--- src/rtl/rx_conn_arbiter.sv ---
// rx_conn_arbiter: packet-level merger of up to 16 per-connection receive
// streams into one tagged stream for rx_switch. A grant is held from the
// first beat of a packet through its last beat, so packets never interleave.
// The output stage is a registered one-entry slice.
// Optional build macro RX_ARB_FIXED_PRIO_EN: IDLE arbitration becomes fixed
// lowest-index-first and the round-robin pointer is removed.
module rx_conn_arbiter #(
   parameter int N_CONN = 4,
   parameter int DW     = 128
) (
   input  logic                 clk,
   input  logic                 reset_n,
   input  logic [N_CONN*DW-1:0] in_data,
   input  logic [N_CONN-1:0]    in_last,
   input  logic [N_CONN-1:0]    in_valid,
   output logic [N_CONN-1:0]    in_ready,
   output logic [DW-1:0]        rx_data,
   output logic [3:0]           rx_connection_id,
   output logic                 rx_last,
   output logic                 rx_valid,
   input  logic                 rx_ready
);

   typedef enum logic [0:0] {IDLE, LOCK} state_t;

   state_t            state_reg, state_next;
   logic [3:0]        grant_reg, grant_next;

   logic              load;
   logic              pick_found;
   logic [3:0]        pick_idx;
   logic              sel_en;
   logic [3:0]        sel_idx;
   logic [N_CONN-1:0] ready_vec;
   logic              xfer;
   logic              xfer_last;
   logic [DW-1:0]     xfer_data;
   logic [DW-1:0]     conn_data [N_CONN];

   logic [DW-1:0]     rx_data_reg;
   logic [3:0]        rx_id_reg;
   logic              rx_last_reg;
   logic              rx_valid_reg;

   // The output slice may take a new beat when empty or being drained.
   assign load = ~rx_valid_reg | rx_ready;

   // Per-connection data slices and the one-hot ready toward the selected source.
   generate
      for (genvar gi = 0; gi < N_CONN; gi++) begin : g_conn
         assign conn_data[gi] = in_data[gi*DW +: DW];
         assign ready_vec[gi] = sel_en & load & (sel_idx == 4'(gi));
      end
   endgenerate

   // Ready is forced low while reset is held, even though load is 1 then.
   assign in_ready = ready_vec & {N_CONN{reset_n}};
   assign xfer     = |(in_valid & in_ready);

`ifndef RX_ARB_FIXED_PRIO_EN
   logic [3:0] rr_ptr_reg, rr_ptr_next;

   // Round-robin pick: lowest valid index above rr_ptr, else lowest valid overall.
   always_comb begin
      pick_found = 1'b0;
      pick_idx   = '0;
      for (int i = N_CONN - 1; i >= 0; i--) begin
         if (in_valid[i]) begin
            pick_found = 1'b1;
            pick_idx   = 4'(i);
         end
      end
      for (int i = N_CONN - 1; i >= 0; i--) begin
         if (in_valid[i] && (4'(i) > rr_ptr_reg)) begin
            pick_idx = 4'(i);
         end
      end
   end
`else
   // Fixed-priority pick: lowest valid index wins.
   always_comb begin
      pick_found = 1'b0;
      pick_idx   = '0;
      for (int i = N_CONN - 1; i >= 0; i--) begin
         if (in_valid[i]) begin
            pick_found = 1'b1;
            pick_idx   = 4'(i);
         end
      end
   end
`endif

   // Select the source: the fresh pick in IDLE, the held grant in LOCK.
   always_comb begin
      sel_en  = 1'b0;
      sel_idx = pick_idx;
      case (state_reg)
         IDLE: begin
            sel_en  = pick_found;
            sel_idx = pick_idx;
         end
         LOCK: begin
            sel_en  = 1'b1;
            sel_idx = grant_reg;
         end
         default: begin
            sel_en  = 1'b0;
            sel_idx = pick_idx;
         end
      endcase
   end

   // Mux the selected connection's beat toward the output slice.
   always_comb begin
      xfer_data = '0;
      xfer_last = 1'b0;
      for (int i = 0; i < N_CONN; i++) begin
         if (sel_idx == 4'(i)) begin
            xfer_data = conn_data[i];
            xfer_last = in_last[i];
         end
      end
   end

   // Next-state logic: lock on a non-final first beat, release on the last beat.
   always_comb begin
      state_next  = state_reg;
      grant_next  = grant_reg;
`ifndef RX_ARB_FIXED_PRIO_EN
      rr_ptr_next = rr_ptr_reg;
`endif
      case (state_reg)
         IDLE: begin
            if (xfer) begin
               if (xfer_last) begin
`ifndef RX_ARB_FIXED_PRIO_EN
                  rr_ptr_next = sel_idx;
`endif
               end else begin
                  state_next = LOCK;
                  grant_next = sel_idx;
               end
            end
         end
         LOCK: begin
            if (xfer && xfer_last) begin
               state_next = IDLE;
`ifndef RX_ARB_FIXED_PRIO_EN
               rr_ptr_next = grant_reg;
`endif
            end
         end
         default: state_next = IDLE;
      endcase
   end

   // Arbitration state registers.
   always_ff @(posedge clk or negedge reset_n) begin
      if (!reset_n) begin
         state_reg  <= IDLE;
         grant_reg  <= '0;
`ifndef RX_ARB_FIXED_PRIO_EN
         rr_ptr_reg <= 4'(N_CONN - 1);
`endif
      end else begin
         state_reg  <= state_next;
         grant_reg  <= grant_next;
`ifndef RX_ARB_FIXED_PRIO_EN
         rr_ptr_reg <= rr_ptr_next;
`endif
      end
   end

   // Output slice: capture on transfer, empty when drained with nothing new, else hold.
   always_ff @(posedge clk or negedge reset_n) begin
      if (!reset_n) begin
         rx_valid_reg <= 1'b0;
         rx_data_reg  <= '0;
         rx_id_reg    <= '0;
         rx_last_reg  <= 1'b0;
      end else if (load) begin
         rx_valid_reg <= xfer;
         if (xfer) begin
            rx_data_reg <= xfer_data;
            rx_id_reg   <= sel_idx;
            rx_last_reg <= xfer_last;
         end
      end
   end

   assign rx_data          = rx_data_reg;
   assign rx_connection_id = rx_id_reg;
   assign rx_last          = rx_last_reg;
   assign rx_valid         = rx_valid_reg;

endmodule

--- config.mk ---
export PLATFORM = sky130hd
export DESIGN_NAME = rx_conn_arbiter
export DESIGN_NICKNAME = d
export VERILOG_FILES = /design/src/rtl/rx_conn_arbiter.sv
export SDC_FILE = /design/constraint.sdc
export NUM_CORES = 1
export LEC_CHECK = 0
export BUFFER_PORTS_ARGS = -buffer_cell sky130_fd_sc_hd__buf_2
export CAP_MARGIN = 40
export CORE_AREA = 3 3 256 258
export CTS_CLUSTER_DIAMETER = 80
export DETAILED_ROUTE_END_ITERATION = 10
export DIE_AREA = 0 0 259 261
export GPL_TIMING_DRIVEN = 1
export PLACE_DENSITY = 0.34
export SLEW_MARGIN = 0
export SYNTH_ARGS = -nofsm -noshare
export SYNTH_HDL_FRONTEND = slang
export SYNTH_SLANG_ARGS = --single-unit
--- constraint.sdc ---
create_clock -name clk -period 4.3 [get_ports clk]
set_input_delay 1.075 -clock clk [delete_from_list [all_inputs] [get_ports clk]]
set_output_delay 1.075 -clock clk [all_outputs]
set_load 0.05 [all_outputs]
Word level (Yosys, flattened, before mapping)
Cells that the tools add are included. W data, S select, Z words.

Reduce and logical (&&, ||, !) cells: 10. Magnitude comparators: 4. Mux-type cells: 30. Bitwise gates (word level): 11. Equal/unequal tests: 6.

Operator list (count): $mux W128 (4); $mux W4 (9); $pmux W4 S2 (2); $mux W1 (11); $and A4 B4 Y4 (2); $eq A4 B2 Y1 const B (2); $gt A1 B4 Y1 const A (2); $gt A2 B4 Y1 const A (2); $reduce_and A3 Y1 (2); $and A1 B1 Y1 (5); $logic_and A1 B1 Y1 (5); $eq A4 B1 Y1 const B (1); $logic_not A4 Y1 (1); $mux W2 (2); $ne A2 B2 Y1 const B (2); $pmux W1 S2 (2); $reduce_or A4 Y1 (1); $not A1 Y1 (3); $ne A2 B1 Y1 const B (1); $reduce_and A2 Y1 (1); $or A1 B1 Y1 (1).

Register bits: 143. Logic and storage cells: 68. Input bits: 523. Output and inout port bits: 138.

Longest topological paths before layout
Word-level depth: 17. Gate-level depth with buffers: 11. Depth with buffers taken out: 7.

Worst setup path after synthesis
No wires, ideal clock.

Path kind: input to output. Start point: in in_valid[2]. End point: out in_ready[0]. Path slack: -0.061 ns. Cell stages on the path: 7. Data arrival time: 3.286 ns. Data required time: 3.225 ns. Cells stage by stage: nor2b_1 > and2_1 > o31ai_2 > nand2_2 > buf_4 > buf_2 > nor3_1.

Longest elaborated chain between the ends: 11. Elaborated cells between the ends (all ways): 17. Classes of those cells: 12 x mux; 3 x bitwise; 2 x reduce/logical.

RTL lines: from (decl) (line 15) `input logic [N_CONN-1:0] in_valid,`; $mux W2 (line 68) `if (in_valid[i]) begin`; $mux W4 (2 in a row) (line 68); $mux W4 (4 in a row) (line 74) `if (in_valid[i] && (4'(i) > rr_ptr_reg)) begin`; $pmux W4 S2 (line 97) `case (state_reg)`; $logic_not A4 Y1 (line 52) `assign ready_vec[gi] = sel_en & load & (sel_idx == 4'(gi));`; $and A1 B1 Y1 (*) (line 52); $and A4 B4 Y4 (*) (line 57) `assign in_ready = ready_vec & {N_CONN{reset_n}};`; to (decl) (line 16) `output logic [N_CONN-1:0] in_ready,`.

Mark *: on every way between the ends. The rest lies on a longest branch, timed or not.

Final worst setup path
Start point: in in_valid[2]. End point: out in_ready[1].

Longest elaborated chain between the ends: 11. Elaborated cells between the ends (all ways): 17. Classes of those cells: 1 x eq/ne; 12 x mux; 3 x bitwise; 1 x reduce/logical.

RTL lines (line): $mux W2 (68); $mux W4 (2 in a row) (68); $mux W4 (4 in a row) (74); $pmux W4 S2 (97); $eq A4 B1 Y1 (52); $and A1 B1 Y1 (*) (52); $and A4 B4 Y4 (*) (57).

Marks and branches as above.

==> insert_results.sql <==
INSERT INTO impl_metrics (metric_group, metric, value, unit) VALUES
('run_status', 'outcome', 'completed', ''),
('yosys', 'synth_seq_cells', '143', ''),
('yosys', 'synth_top_cells_by_area', 'dfrtp_1 37%, mux2i_1 27%, o22a_1 6.9%, mux2_2 6.4%, nand2_1 5.5%', ''),
('grt', 'globalRoute.totalOverflow', '0', ''),
('routing', 'drt-initial-drc-count', '200', ''),
('timing', 'finalHoldViolations', '0', ''),
('cells_and_area', 'share_of_layout_cells_above_drive_strength_1', '49.7', '%'),
('timing', 'report.final.setup_viol', '0', ''),
('timing', 'postLayoutSetupSlackWorst', '0.533', 'ns'),
('yosys', 'synth_async_sr_flop_share', '100', '%'),
('hold_path', 'hold_start', 'rx_data[2]', ''),
('routing', 'drc', '0', ''),
('worst_setup_path', 'critPathRequiredTime', '3.22', 'ns'),
('worst_setup_path', 'ff2ff_setup_slack', '1.20', 'ns'),
('timing', 'final.min_clock_period', '3.77', 'ns'),
('cells_and_area', 'largest_register_ff_count', '128', ''),
('worst_setup_path', 'worst_path_largest_cell_delay', '0.49', 'ns'),
('die', 'chipWidth', '259', 'um'),
('timing', 'fin_worst_hold_slack', '0.474', 'ns'),
('placement', 'pre_cts_ws', '0.546', 'ns'),
('yosys', 'syn_inst', '945', ''),
('worst_setup_path', 'path_delay_family', 'simple AND/OR/NAND/NOR gates', ''),
('timing', 'slew_violations', '0', ''),
('grt', 'overall_routing_resource_usage', '12.2', '%'),
('die', 'ioPinCount', '661', ''),
('power_and_ir_drop', 'vdd_drop_max', '0.795', 'mV'),
('yosys', 'post_synth_instance_area', '9500', 'um^2'),
('cells_and_area', 'finish.net_count', '2096', ''),
('die', 'floorplan.core_area', '63200', 'um^2'),
('yosys', 'synthesis.area_per_instance', '10.1', 'um^2'),
('clocking', 'latest_clock_arrival_within_the_worst_skew_pair', '0.47', 'ns'),
('worst_setup_path', 'crit_arrival', '2.69', 'ns'),
('clocking', 'setup_fix_bufs_post_cts', '0', ''),
('worst_setup_path', 'path_max_fanout', '6', ''),
('timing', 'fin_worst_skew', '0.00865', 'ns'),
('routing', 'detailroute.via_count', '9441', ''),
('yosys', 'synth_cell_type_count', '42', ''),
('timing', 'timing.max_slew.rel_slack', '24.5', '%'),
('clocking', 'clock_sink_count', '143', ''),
('placement', 'io_buffer_count', '660', ''),
('power_and_ir_drop', 'p_leak', '7.13', 'nW'),
('cells_and_area', 'synthToLayoutAreaGrowth', '51.8', '%'),
('worst_setup_path', 'most_frequent_cp_cell', 'buf_2', ''),
('routing', 'detail_route.vias_per_cell', '3.88', ''),
('hold_path', 'worst_hold_path.num_cells', '2', ''),
('yosys', 'synth.net_count', '1468', ''),
('clocking', 'clock_root_buffer', 'clkbuf_16', ''),
('grt', 'first_global_vias', '9988', ''),
('die', 'dieHeight', '261', 'um'),
('die', 'initial_core_util', '15.0', '%'),
('timing', 'period_utilization_post_route', '87.6', '%'),
('clocking', 'max-clock-path-buffers', '2', ''),
('yosys', 'synth_enable_flop_cells', '0', ''),
('die', 'std_cell_rows', '92', ''),
('yosys', 'synth_sequential_area_ratio', '37.7', '%'),
('worst_setup_path', 'critical_path.endpoint_type', 'output port', ''),
('worst_setup_path', 'critPathLaunchType', 'input pin', ''),
('clocking', 'cts_max_level', '4', ''),
('yosys', 'synth_largest_type_area_fraction', '37.1', '%'),
('clocking', 'gates_resized_cts_repair', '0', ''),
('clocking', 'tritoncts_clock_tree', 'yes', ''),
('power_and_ir_drop', 'p_per_area', '879', 'nW/um^2'),
('hold_path', 'min_to', 'rx_data[2]', ''),
('timing', 'max_freq', '0.265', 'GHz'),
('routing', 'routed_wirelength', '43400', 'um'),
('worst_setup_path', 'reg2regPathDepth', '9', ''),
('routing', 'drtPass1Iterations', '4', ''),
('routing', 'wire_length_per_cell_after_detailed_routing', '17.8', 'um'),
('worst_setup_path', 'worst_setup_path_startpoint', 'in_valid[2]', ''),
('placement', 'place.gp.congestion', '0.836', ''),
('clocking', 'cts_buffers', '17', '');
layout by cell type, fill, tap and decap left out, types with 3 or more instances in the layout:
cell type | netlist | final
buf_2 | 31 | 659
mux2i_1 | 257 | 257
dfrtp_1 | 141 | 141
nand2_1 | 139 | 137
o21ai_1 | 98 | 98
o22a_1 | 75 | 75
mux2_2 | 54 | 54
o21ai_0 | 37 | 37
buf_4 | 18 | 20
clkbuf_16 | 0 | 17
buf_12 | 0 | 9
nand3_1 | 7 | 7
nor2b_1 | 6 | 6
and2_1 | 6 | 6
nor3_1 | 6 | 6
nor2_1 | 4 | 4
clkinvlp_4 | 0 | 4
inv_1 | 3 | 3
nand2b_1 | 3 | 3
o211ai_1 | 3 | 3
bufinv_16 | 0 | 3
stage by stage:
stage	setup TNS [ns]	area (um^2)	cells	total power [W]	utilization (%)
2_1_floorplan	-0.122	9500	945	0.00886	-
3_3_place_gp	0	13800	2400	0.0113	21.9
3_5_place_dp	0	13800	2400	0.0114	21.9
4_1_cts	0	14400	2432	0.0130	22.8
5_1_grt	0	14400	2432	0.0136	22.8
6_report	0	14400	2434	0.0127	22.8
worst max path at each step:
stage	cells after the start	slack [ns]	endpoint
floorplan	7	-0.06	in_ready[0]
global placement	7	0.55	in_ready[1]
detailed placement	7	0.55	in_ready[1]
CTS	7	0.53	in_ready[1]
global route	7	0.43	in_ready[0]
finish	7	0.53	in_ready[1]
tightest hold or removal path, stage by stage (launching register included):
cell	delay (ns)
dfrtp_1	0.34
nand2_1	0.04
o21ai_0	0.06
cell type report:
type	instances	area, um^2
Multi-Input combinational cell	719	5520
Clock buffer	20	447
Inverter	3	11.3
Sequential cell	143	3580
Tap cell	846	1060
Timing Repair Buffer	689	3640
Antenna cell	2	5.00
Clock inverter	12	160
Fill cell	7007	48800
synth_stat cells (2+ instances only):
cell type,count
buf_6,2
o22a_1,75
nor2_1,4
nor2b_1,6
mux2_2,54
a21o_1,2
inv_1,3
a21boi_0,2
nor3_1,6
o21ai_0,37
nand3_1,7
buf_2,31
clkbuf_2,10
buf_4,18
mux2i_1,257
o21ai_1,98
a21oi_1,2
dfrtp_1,141
nand2b_1,3
o211ai_1,3
nand3b_1,2
nand2_1,139
and2_1,6
clkbuf_1,18
dfstp_2,2
metal layers:
metal | track usage [%] | vias to the layer above | part of all wire [%]
li1 | - | 4704 | -
met1 | 13.1 | 4334 | 38
met2 | 22.6 | 371 | 53
met3 | 3.85 | 30 | 7.4
met4 | 3.90 | 2 | 1.5
met5 | 0 | - | 0.030
logic make-up after synthesis:
kind of cell	synth area share, %
AND/OR/NAND/NOR	8.01
buffers and inverters	4.73
multiplexers	33.6
AO/OA/AOI/OAI	15.9
flip-flops	37.7
report_power, final:
part / leakage (nW) / switching (W) / total [W] / internal, W
Clock: 0.283 / 0.000647 / 0.00158 / 0.000929
Sequential: 1.79 / 0.000331 / 0.00232 / 0.00198
Combinational: 5.06 / 0.00564 / 0.00879 / 0.00315
Total: 7.13 / 0.00661 / 0.0127 / 0.00607
Note: power is estimated with default switching activity, not from simulation.
